$ cat config.mk
export PLATFORM = sky130hd
export DESIGN_NAME = controle_entrada_saida
export DESIGN_NICKNAME = d
export VERILOG_FILES = /design/src/rtl/controle_entrada_saida_pkg.sv /design/src/rtl/controle_entrada_saida_conversor.sv /design/src/rtl/controle_entrada_saida.sv
export SDC_FILE = /design/constraint.sdc
export NUM_CORES = 1
export LEC_CHECK = 0
export CORE_MARGIN = 3
export CORE_UTILIZATION = 25
export DETAILED_ROUTE_END_ITERATION = 10
export REMOVE_ABC_BUFFERS = 1
export SLEW_MARGIN = 5
export SYNTH_ARGS = -nofsm -noshare
export SYNTH_HDL_FRONTEND = slang
export SYNTH_SLANG_ARGS = --single-unit
export TNS_END_PERCENT = 5
$ cat constraint.sdc
create_clock -name clock -period 3.91 [get_ports clock]
set_input_delay 0.9775 -clock clock [delete_from_list [all_inputs] [get_ports clock]]
set_output_delay 0.9775 -clock clock [all_outputs]
set_load 0.05 [all_outputs]
$ cat src/rtl/controle_entrada_saida_pkg.sv
// Shared command codes, FSM encoding and BCD helpers for the I/O controller.
package controle_entrada_saida_pkg;

  localparam logic [1:0] CMD_NENHUM = 2'b00;
  localparam logic [1:0] CMD_IN     = 2'b01;
  localparam logic [1:0] CMD_OUT    = 2'b10;

  localparam int unsigned MAX_DISPLAY = 999;
  localparam int unsigned BITS_BCD    = 10;

  typedef enum logic [2:0] {
    OCIOSO       = 3'd0,
    ESPERA_SOLTA = 3'd1,
    ESPERA_BOTAO = 3'd2,
    CONVERTE     = 3'd3,
    ATUALIZA     = 3'd4,
    LIBERA       = 3'd5
  } estado_t;

  // One double-dabble step: add 3 to every nibble >= 5, then shift in the next binary bit.
  function automatic logic [11:0] passo_dabble(input logic [11:0] acc, input logic bitEntrada);
    logic [11:0] ajustado;
    for (int i = 0; i < 3; i++) begin
      ajustado[i*4 +: 4] = (acc[i*4 +: 4] >= 4'd5) ? acc[i*4 +: 4] + 4'd3 : acc[i*4 +: 4];
    end
    return {ajustado[10:0], bitEntrada};
  endfunction

endpackage

$ cat src/rtl/controle_entrada_saida_conversor.sv
// Serial double-dabble converter: start loads bin, then one step per cycle for BITS_BCD cycles.
module conversor_bcd_serial
  import controle_entrada_saida_pkg::*;
(
  input  logic                clock,
  input  logic                reset,
  input  logic                start,
  input  logic [BITS_BCD-1:0] bin,
  output logic                pronto,
  output logic [11:0]         bcd
);

  logic [BITS_BCD-1:0] desloc;
  logic [3:0]          cnt;
  logic                ocupado;

  // High during the cycle whose step is the last one, so the caller can leave on that edge.
  assign pronto = ocupado && (cnt == 4'(BITS_BCD - 1));

  always_ff @(posedge clock or negedge reset) begin
    if (!reset) begin
      desloc  <= '0;
      cnt     <= '0;
      ocupado <= 1'b0;
      bcd     <= '0;
    end else if (start) begin
      desloc  <= bin;
      cnt     <= '0;
      ocupado <= 1'b1;
      bcd     <= '0;
    end else if (ocupado) begin
      bcd    <= passo_dabble(bcd, desloc[BITS_BCD-1]);
      desloc <= {desloc[BITS_BCD-2:0], 1'b0};
      cnt    <= cnt + 4'd1;
      if (pronto) begin
        ocupado <= 1'b0;
      end
    end
  end

endmodule

$ cat src/rtl/controle_entrada_saida.sv
// I/O controller: stalls the CPU for IN (button capture of switches) and OUT (BCD display update).
module controle_entrada_saida
  import controle_entrada_saida_pkg::*;
#(
  parameter int LARGURA_DADO   = 32,
  parameter int LARGURA_CHAVES = 4
) (
  input  logic                      clock,
  input  logic                      reset,
  input  logic [1:0]                entradaSaidaControl,
  input  logic [LARGURA_DADO-1:0]   dadosEscrita,
  input  logic [LARGURA_CHAVES-1:0] entradaDeDados,
  input  logic                      botaoIN,
  output logic [LARGURA_DADO-1:0]   DadosLidos,
  output logic                      pausa,
  output logic [3:0]                unidade,
  output logic [3:0]                dezena,
  output logic [3:0]                centena,
  output logic                      estouro,
  output estado_t                   estadoDebug
);

  estado_t             estado, proximo;
  logic                botaoAnt, sobe;
  logic                iniciaConv, capturaChaves, confirma, ocupa;
  logic                estouroPend;
  logic                convPronto;
  logic [11:0]         convBcd;
  logic [BITS_BCD-1:0] binEntrada;

  assign sobe        = botaoIN & ~botaoAnt;
  assign estadoDebug = estado;
  assign binEntrada  = (dadosEscrita > LARGURA_DADO'(MAX_DISPLAY)) ? BITS_BCD'(MAX_DISPLAY)
                                                                   : dadosEscrita[BITS_BCD-1:0];

  // Stall handshake: pausa is high from the cycle an IN/OUT command is seen until its result
  // is committed; the CPU holds the command while stalled and must drop it to 00/11 before the
  // next command is accepted, so a static command is serviced exactly once.
  assign pausa = reset & ocupa;

  conversor_bcd_serial u_conversor (
    .clock  (clock),
    .reset  (reset),
    .start  (iniciaConv),
    .bin    (binEntrada),
    .pronto (convPronto),
    .bcd    (convBcd)
  );

  always_ff @(posedge clock or negedge reset) begin
    if (!reset) begin
      estado <= OCIOSO;
    end else begin
      estado <= proximo;
    end
  end

  always_comb begin
    proximo       = estado;
    iniciaConv    = 1'b0;
    capturaChaves = 1'b0;
    confirma      = 1'b0;
    ocupa         = 1'b0;
    case (estado)
      OCIOSO: begin
        if (entradaSaidaControl == CMD_IN) begin
          ocupa   = 1'b1;
          proximo = ESPERA_SOLTA;
        end else if (entradaSaidaControl == CMD_OUT) begin
          ocupa      = 1'b1;
          iniciaConv = 1'b1;
          proximo    = CONVERTE;
        end
      end
      ESPERA_SOLTA: begin
        ocupa = 1'b1;
        if (!botaoIN) proximo = ESPERA_BOTAO;
      end
      ESPERA_BOTAO: begin
        ocupa = 1'b1;
        if (sobe) begin
          capturaChaves = 1'b1;
          proximo       = LIBERA;
        end
      end
      CONVERTE: begin
        ocupa = 1'b1;
        if (convPronto) proximo = ATUALIZA;
      end
      ATUALIZA: begin
        ocupa    = 1'b1;
        confirma = 1'b1;
        proximo  = LIBERA;
      end
      LIBERA: begin
        if (entradaSaidaControl != CMD_IN && entradaSaidaControl != CMD_OUT) proximo = OCIOSO;
      end
      default: proximo = OCIOSO;
    endcase
  end

  always_ff @(posedge clock or negedge reset) begin
    if (!reset) begin
      botaoAnt    <= 1'b0;
      DadosLidos  <= '0;
      estouroPend <= 1'b0;
      unidade     <= '0;
      dezena      <= '0;
      centena     <= '0;
      estouro     <= 1'b0;
    end else begin
      botaoAnt <= botaoIN;
      if (iniciaConv) begin
        estouroPend <= (dadosEscrita > LARGURA_DADO'(MAX_DISPLAY));
      end
      if (capturaChaves) begin
        DadosLidos <= {{(LARGURA_DADO-LARGURA_CHAVES){1'b0}}, entradaDeDados};
      end
      // Digits and overflow change together so the display never shows a half-converted value.
      if (confirma) begin
        unidade <= convBcd[3:0];
        dezena  <= convBcd[7:4];
        centena <= convBcd[11:8];
        estouro <= estouroPend;
      end
    end
  end

endmodule

### After elaboration in Yosys (flattened, before gate mapping)

Index checks and enable logic that the tools add are counted.

* flip-flop bits (word level): 49
* output and inout bits: 49
* word-level logic and storage cells: 72

* $add $sub $neg: 4
* magnitude comparators: 4
* equality and inequality tests: 15
* muxes and demuxes: 28
* bitwise gates (word level): 3
* reduce and logical (&&, ||, !) cells: 6

Operator list (count)
* $gt A32 B10 Y1 const B: 1
* $mux W10: 3
* $mux W12: 2
* $mux W3: 7
* $pmux W3 S6: 1
* $mux W4: 4
* $ge A4 B3 Y1 const B: 3
* $mux W1: 10
* $ne A2 B2 Y1 const B: 5
* $add A4 B2 Y4 const B: 2
* $eq A3 B2 Y1 const B: 2
* $eq A3 B3 Y1 const B: 2
* $reduce_and A5 Y1: 1
* $add A4 B1 Y4 const B: 1
* $eq A4 B4 Y1 const B: 1
* $reduce_or A4 Y1: 1
* $add A3 B2 Y3 const B: 1
* $eq A3 B1 Y1 const B: 1
* $logic_not A3 Y1: 1
* $ne A3 B3 Y1 const B: 1
* $and A1 B1 Y1: 2
* $eq A2 B1 Y1 const B: 1
* $eq A2 B2 Y1 const B: 1
* $logic_and A1 B1 Y1: 2
* 4 further kinds: 4

### Logic depth before layout (Yosys ltp)

* word-level depth: 5
* gate-level depth with buffers: 6
* depth with buffers taken out: 6

### By module

Synthesis repeated with hierarchy kept, for this count alone.

* cells, all modules: 274
* area, all modules: 2798.9 µm²

By module, submodules not included
* conversor_bcd_serial: times used 1, cells each 150, area each 1458.9 µm²
* controle_entrada_saida: times used 1, cells each 124, area each 1340.0 µm²

### Worst setup path after synthesis

No wires, ideal clock.

* path type: input -> output
* start: input entradaSaidaControl[0]
* end: output pausa
* arrival time: 1740 ps
* required time: 2933 ps
* setup slack: 1193 ps
* cell stages on the path: 4
* path buffers: 0
* cell sequence: inv_1 -> ha_1 -> nand2_1 -> o211a_1

* cells in the longest elaborated chain, start to end: 5
* elaborated cells on any way between the ends: 6

RTL lines
* start: declaration: line controle_entrada_saida.sv:10 `input logic [1:0] entradaSaidaControl,`
* $eq A2 B2 Y1: line controle_entrada_saida.sv:69 `end else if (entradaSaidaControl == CMD_OUT) begin`
* $mux W1: line controle_entrada_saida.sv:69
* $mux W1 *: line controle_entrada_saida.sv:66 `if (entradaSaidaControl == CMD_IN) begin`
* $pmux W1 S2 *: line controle_entrada_saida.sv:64 `case (estado)`
* $and A1 B1 Y1 *: line controle_entrada_saida.sv:39 `assign pausa = reset & ocupa;`
* end: declaration: line controle_entrada_saida.sv:15 `output logic pausa,`

Every way passes the cells marked *; elsewhere a longest branch is shown, timed or not.

### Final worst setup path

Same ends and word-level chain as after synthesis.

==> out/results.tsv <==
stage	metric	value	unit
run_status	status	complete, no violations	
global_routing	initial antenna violation count	0	
logic_synthesis	adder-cell area share of the yosys netlist	4.649	%
logic_synthesis	Post-Synth Simple-Gate Area	12.32	%
clock_tree	total CTS buffers	5	
logic_synthesis	XOR/XNOR Fraction of Synth Area	2.278	%
cells_and_area	ant diodes	0	
clock_tree	root buf cell	clkbuf_8	
floorplanning	die area	12050	um^2
drt	DRT iter0 DRCs	86	
logic_synthesis	syn avg cell area	10.55	um^2
floorplanning	Site Rows	37	
sta	clock skew	14.90	ps
floorplanning	Starting Density	25.84	%
global_routing	first-pass GRT wire length	8811	um
cells_and_area	area grow syn2layout	28.08	%
cells_and_area	number of fill cells	1070	
drt	post-route ant nets	0	
global_routing	largest net degree at the start of global routing	50	
logic_synthesis	Post-synth EDFFs	0	
clock_tree	total clock sinks	49	
worst_setup_path	CP endpoint kind	output pin	
logic_synthesis	Syn Inst Count	255	
cells_and_area	NumNets Final	365	
sta	fin crit share	82.52	%
placement	Placer Congestion	0.7080	
sta	f_max	309.9	MHz
drt	Via-to-Cell Ratio	4.262	
floorplanning	Die X	109.8	um
pwr	Leak Pwr	0.001530	uW
global_routing	vias in the first global route	1881	
floorplanning	Vert. Die Dim	109.8	um
logic_synthesis	Netlist cell types	37	
global_routing	total track usage	9.119	%
sta	fin crit period	3227	ps
sta	Slew @ Worst Pin	941.9	ps
worst_setup_path	Setup CP Type	primary input to output pin	
logic_synthesis	Seq/Total Area, Yosys	45.56	%
logic_synthesis	Synth Register Bits	49	
logic_synthesis	Synth Flop Type	dfrtp_1	
sta	Rel. slew slack	37.17	%
worst_setup_path	CP arrival	2250	ps
clock_tree	Post CTS Setup Buffer Count	0	
logic_synthesis	synthesized cell area	2691	um^2
clock_tree	clock latency on the worst-skew pair	300	ps
min_path	Hold/Removal Path Class	flip-flop to flip-flop	
drt	First-pass DRT Iterations	4	
worst_setup_path	Worst setup SP type	primary input	
pwr	Pwr per Cell Area	794.2	nW/um^2
placement	post-DP HPWL	3817	um
drt	final wirelength	5269	um
clock_tree	TritonCTS clock tree	built	
worst_setup_path	critical path peak fanout	2	
logic_synthesis	ys async rst share	100.0	%
pwr	Worst VDD drop	0.2215	mV
logic_synthesis	mux cell area share after synthesis	12.92	%
global_routing	grt ovf	0	
clock_tree	hold buffers post-CTS	0	
clock_tree	H-Tree Depth	2	
pwr	Overall Power	2738	uW
placement	# port buffers	61	
logic_synthesis	synthesis warning total	0	
worst_setup_path	Req. time, crit path	2930	ps
sta	Max Transition Viols Final	0	
sta	Final Hold Fails	0	
drt	drc violations	0	
sta	Setup violations, final	0	
sta	RSZ-0062 raised after global routing	false	
drt	Routed WL per cell	11.68	um
floorplanning	Placeable Area	10420	um^2
floorplanning	I/O pin count	90	
clock_tree	cts repair resizes	0	
job	Max-Cap Viols	0	
clock_tree	Max Root-Sink Buffers	2	
sta	setup TNS	0	ps
logic_synthesis	main combinational cell family by area after synthesis	multiplexers	
clock_tree	Reg clk slew, reported paths	100	ps
logic_synthesis	compound-gate portion of the synthesized area	10.46	%
cells_and_area	share of layout cells above drive strength 1	12.38	%
drt	Via Count	1922	
[metrics by stage]
stage	setup slack, ps	cells	utilization (%)	hold WS, ps	area [um^2]
2_1_floorplan	1189	242	-	475.0	2520
3_3_place_gp	721.5	443	31.90	485.6	3323
3_5_place_dp	683.3	443	31.90	494.4	3323
4_1_cts	680.9	451	33.09	517.9	3447
5_1_grt	616.6	451	33.09	524.5	3447
6_report	683.3	451	33.09	511.8	3447
[flip-flops by register name, indices dropped and copies added, names as in the netlist]
| register | count |
|---|---|
| u_conversor.desloc | 10 |
| centena | 4 |
| estouro | 1 |
| botaoAnt | 1 |
| estouroPend | 1 |
| u_conversor.cnt | 4 |
| DadosLidos | 4 |
| unidade | 4 |
| u_conversor.bcd | 12 |
| u_conversor.ocupado | 1 |
| dezena | 4 |
| estadoDebug | 3 |
[critical path, cell delays in order]
cell and delay, ps:
clkdlybuf4s50_1 490, inv_1 50, ha_1 290, nand2_1 50, o211a_1 200, buf_4 180
[cell families after synthesis]
| logic type | count (synthesis) |
|---|---|
| AND/OR/NAND/NOR | 60 |
| flip-flops | 49 |
| multiplexers | 32 |
| adder cells (fa/ha/maj) | 10 |
| buffers and inverters | 51 |
| other | 1 |
| AO/OA/AOI/OAI | 45 |
| XOR/XNOR | 7 |
[routing by layer]
metal / wire length (um) / track usage, % / vias up
met3: 326 / 2.349 / 7
met4: 67 / 2.939 / 0
met2: 2552 / 15.30 / 64
met1: 2323 / 11.42 / 903
met5: 0 / 0 / -
li1: - / - / 948
[final timing paths]
check,from,end,slack (ps),depth (start not counted)
max in group asynchronous,reset,u_conversor.bcd[11]$_DFFE_PN0P_,2680,2
min in group asynchronous,reset,botaoAnt$_DFF_PN0_,790,2
worst min-delay path,DadosLidos[2]$_DFFE_PN0P_,DadosLidos[2]$_DFFE_PN0P_,510,1
worst max-delay path,entradaSaidaControl[0],pausa,680,6
worst min register to register,DadosLidos[2]$_DFFE_PN0P_,DadosLidos[2]$_DFFE_PN0P_,510,1
worst max register to register,estadoDebug[1]$_DFFE_PN0P_,centena[3]$_DFFE_PN0P_,1840,3
[placed cells by master, fill, tap and decap left out, types with 4 or more instances in the layout]
cell type	netlist	layout
clkdlybuf4s50_1	0	59
dfrtp_1	49	49
conb_1	1	28
mux2_2	22	22
nand2_1	21	21
o21ai_0	16	16
inv_1	11	11
a21oi_1	11	11
mux2i_1	10	10
ha_1	10	10
nor2_1	9	9
o31a_1	8	8
clkbuf_8	0	6
nand3b_1	5	5
buf_4	29	5
nor4_1	4	4
nor3b_1	4	4
xnor2_1	4	4
[power by group]
part	total, uW	internal [uW]	switching [uW]
combinational	1430	605	823
clock	392	213	179
sequential	919	738	181
total	2740	1560	1180
[cell usage after synthesis (all sizes together) (2+ instances only)]
master  number  area (um^2)
or3          3        18.77
ha          10        125.1
a21o         2        15.01
dfrtp       49         1226
nand4        2        12.51
nor3b        4        30.03
nor2         9        33.78
nand2b       3        18.77
nand2       21        78.83
xor2         3        26.28
mux2i       10        100.1
nor4         4        25.02
inv         11        41.29
a21oi       11        55.05
nand3        3        15.01
clkbuf       5        18.77
buf         35        254.0
nand3b       5        37.54
o31a         8        70.07
xnor2        4        35.03
mux2        22        247.7
o21a         2        15.01
o22ai        2        12.51
o21ai       16        80.08
[area by class of cell]
cell class                      instances  area, um^2  area share [%]
Clock buffer                            6       82.58           2.396
Clock inverter                          2       41.29           1.198
Inverter                               11       41.29           1.198
Multi-Input combinational cell        182        1252           36.33
Sequential cell                        49        1226           35.57
Tap cell                              136       170.2           4.936
Timing Repair Buffer                   65       633.1           18.37
(Power assumes the default switching activity.)
==> patch (same flow settings) <==
`LARGURA_CHAVES`: 4 -> 3.
--- a/src/rtl/controle_entrada_saida.sv
+++ b/src/rtl/controle_entrada_saida.sv
@@ -4,5 +4,5 @@
 #(
   parameter int LARGURA_DADO   = 32,
-  parameter int LARGURA_CHAVES = 4
+  parameter int LARGURA_CHAVES = 3
 ) (
   input  logic                      clock,
Ports: changed (resized entradaDeDados); port bits go from 90 to 89. No check against the original RTL was run, so the function may have changed too.
==> patch against the unedited design <==
- cell area down 1.7%
- sequential power up 2%
- setup slack better by 0.013 ns
- critical path depth unchanged
- total power down 0.46%
- critical path type unchanged
- largest cell class unchanged
- area after synthesis down 1.2%
- worst hold slack better by 0.00091 ns
- synthesized cell count down 0.39%
- register-to-register slack better by 0.03 ns
- global-route usage down 0.054 points
- wire length down 3.3%
- sequential cell count down 1
==> patch: results (changes against the unedited design) <==
[drt]
via_count = 1895  ; -1.4%
dr.first_iter.drc_count = 40  ; -53%
wl_per_cell_um = 11.4  ; -2.2%

[clock_tree]
clk_pin_slew_ns = 0.09
cts_root_buf = clkbuf_8
cts.repair.resized = 0  ; unchanged
clockBufferDepth = 2  ; unchanged

[outcome]
status = finished clean

[global_routing]
grt_max_degree = 49  ; -2.0%
track_usage = 0.0906  ; -0.000542
grt_pass1_wl_um = 8730  ; -0.94%

[timing]
max-slew-margin-rel = 0.375  ; +0.00340
hold_slack_ns = 0.513  ; +0.000906 ns
finalClockSkew_ns = 0.00624  ; -0.00867 ns

[setup_path]
reg2regPathDepth = 3  ; unchanged
r2r-end = unidade[0]$_DFFE_PN0P_
r2r_start = estadoDebug[1]$_DFFE_PN0P_
r2r_slack_ns = 1.87  ; +0.03 ns

[final_layout]
final_nets = 360  ; -1.4%
multi_input_area_um2 = 1240  ; -0.90%
layout-drive-gt1-share = 0.116  ; -0.00768
stdcell_count = 446  ; -1.1%
antenna_cells = 0  ; unchanged
fillers = 1054  ; -1.5%

[placement]
placed_cells = 439  ; -0.90%
place_congestion = 0.726  ; +2.6%
port-buffer-count = 59  ; -3.3%
placed_cell_area_um2 = 3260  ; -1.9%
preCtsSetupSlack_ns = 0.692  ; +0.00891 ns
hpwl_um = 3730  ; -2.3%

[hold_path]
whs_endpoint = dezena[3]$_DFFE_PN0P_
hp-start = dezena[3]$_DFFE_PN0P_

[synthesis]
synth_cell_types = 38  ; +2.7%
synth_async_sr_flop_share = 1.00  ; unchanged
synth.area.top_cells = dfrtp_1 (45%), mux2_2 (8.9%), buf_4 (8.5%), ha_1 (4.7%), mux2i_1 (3.8%)
ys_top_cells_by_count = dfrtp_1 (48), buf_4 (30), mux2_2 (21), nand2_1 (21), o21ai_0 (16)
yosysSeqAreaShare = 0.452  ; -0.00384
syn_inst = 254  ; -0.39%

[job]
max_cap_viol_count = 0  ; unchanged

[power]
p_int_mw = 1.57  ; +1.0%
ir_worst_vdd_uv = 252  ; +14%
leakage_nw = 1.50  ; -1.9%

## patch: metal layers
layer / global-route usage / share of wire
met5: 0 / 0
met2: 0.157 / 0.48
met4: 0.0271 / 0.014
met1: 0.111 / 0.44
met3: 0.0225 / 0.068
## patch: worst register-to-register path: stages (launching register included)
cell and delay [ns]:
dfrtp_1 0.50, nor2_1 0.25, and2_0 0.77, mux2_2 0.42
## patch: power groups by stage
stage | logic [mW] | clock network (mW) | registers, mW
6_report | 1.37 | 0.421 | 0.938
5_1_grt | 1.52 | 0.454 | 0.985
4_1_cts | 1.38 | 0.433 | 0.943
3_5_place_dp | 1.38 | 0 | 0.953
3_3_place_gp | 1.35 | 0 | 0.944
2_1_floorplan | 0.697 | 0 | 1.23
## patch: cells by family (layout without fill, tap and decap cells)
group                    count (synthesis)  in the layout  synth area share
flip-flops                              48             48             0.452
buffers and inverters                   52             80             0.121
other                                    1             29           0.00141
AO/OA/AOI/OAI                           46             46             0.108
adder cells (fa/ha/maj)                 10             10            0.0471
XOR/XNOR                                 6              6            0.0198
multiplexers                            31             31             0.127
AND/OR/NAND/NOR                         60             60             0.125
## patch: layout make-up
cell class,instances,area share
clock buffers,5,0.0203
clock inverters,2,0.0177
inverters,11,0.0122
multi-input cells,182,0.366
flip-flops and latches,48,0.355
well taps,136,0.0502
repair buffers,62,0.179
## patch: worst max-delay path by stage
stage	cells past startpoint	slack (ns)	start	to
floorplan	4	1.19	entradaSaidaControl[0]	pausa
global placement	6	0.72	entradaSaidaControl[0]	pausa
detailed placement	6	0.69	entradaSaidaControl[0]	pausa
CTS	6	0.69	entradaSaidaControl[0]	pausa
global route	6	0.62	entradaSaidaControl[0]	pausa
finish	6	0.70	entradaSaidaControl[0]	pausa
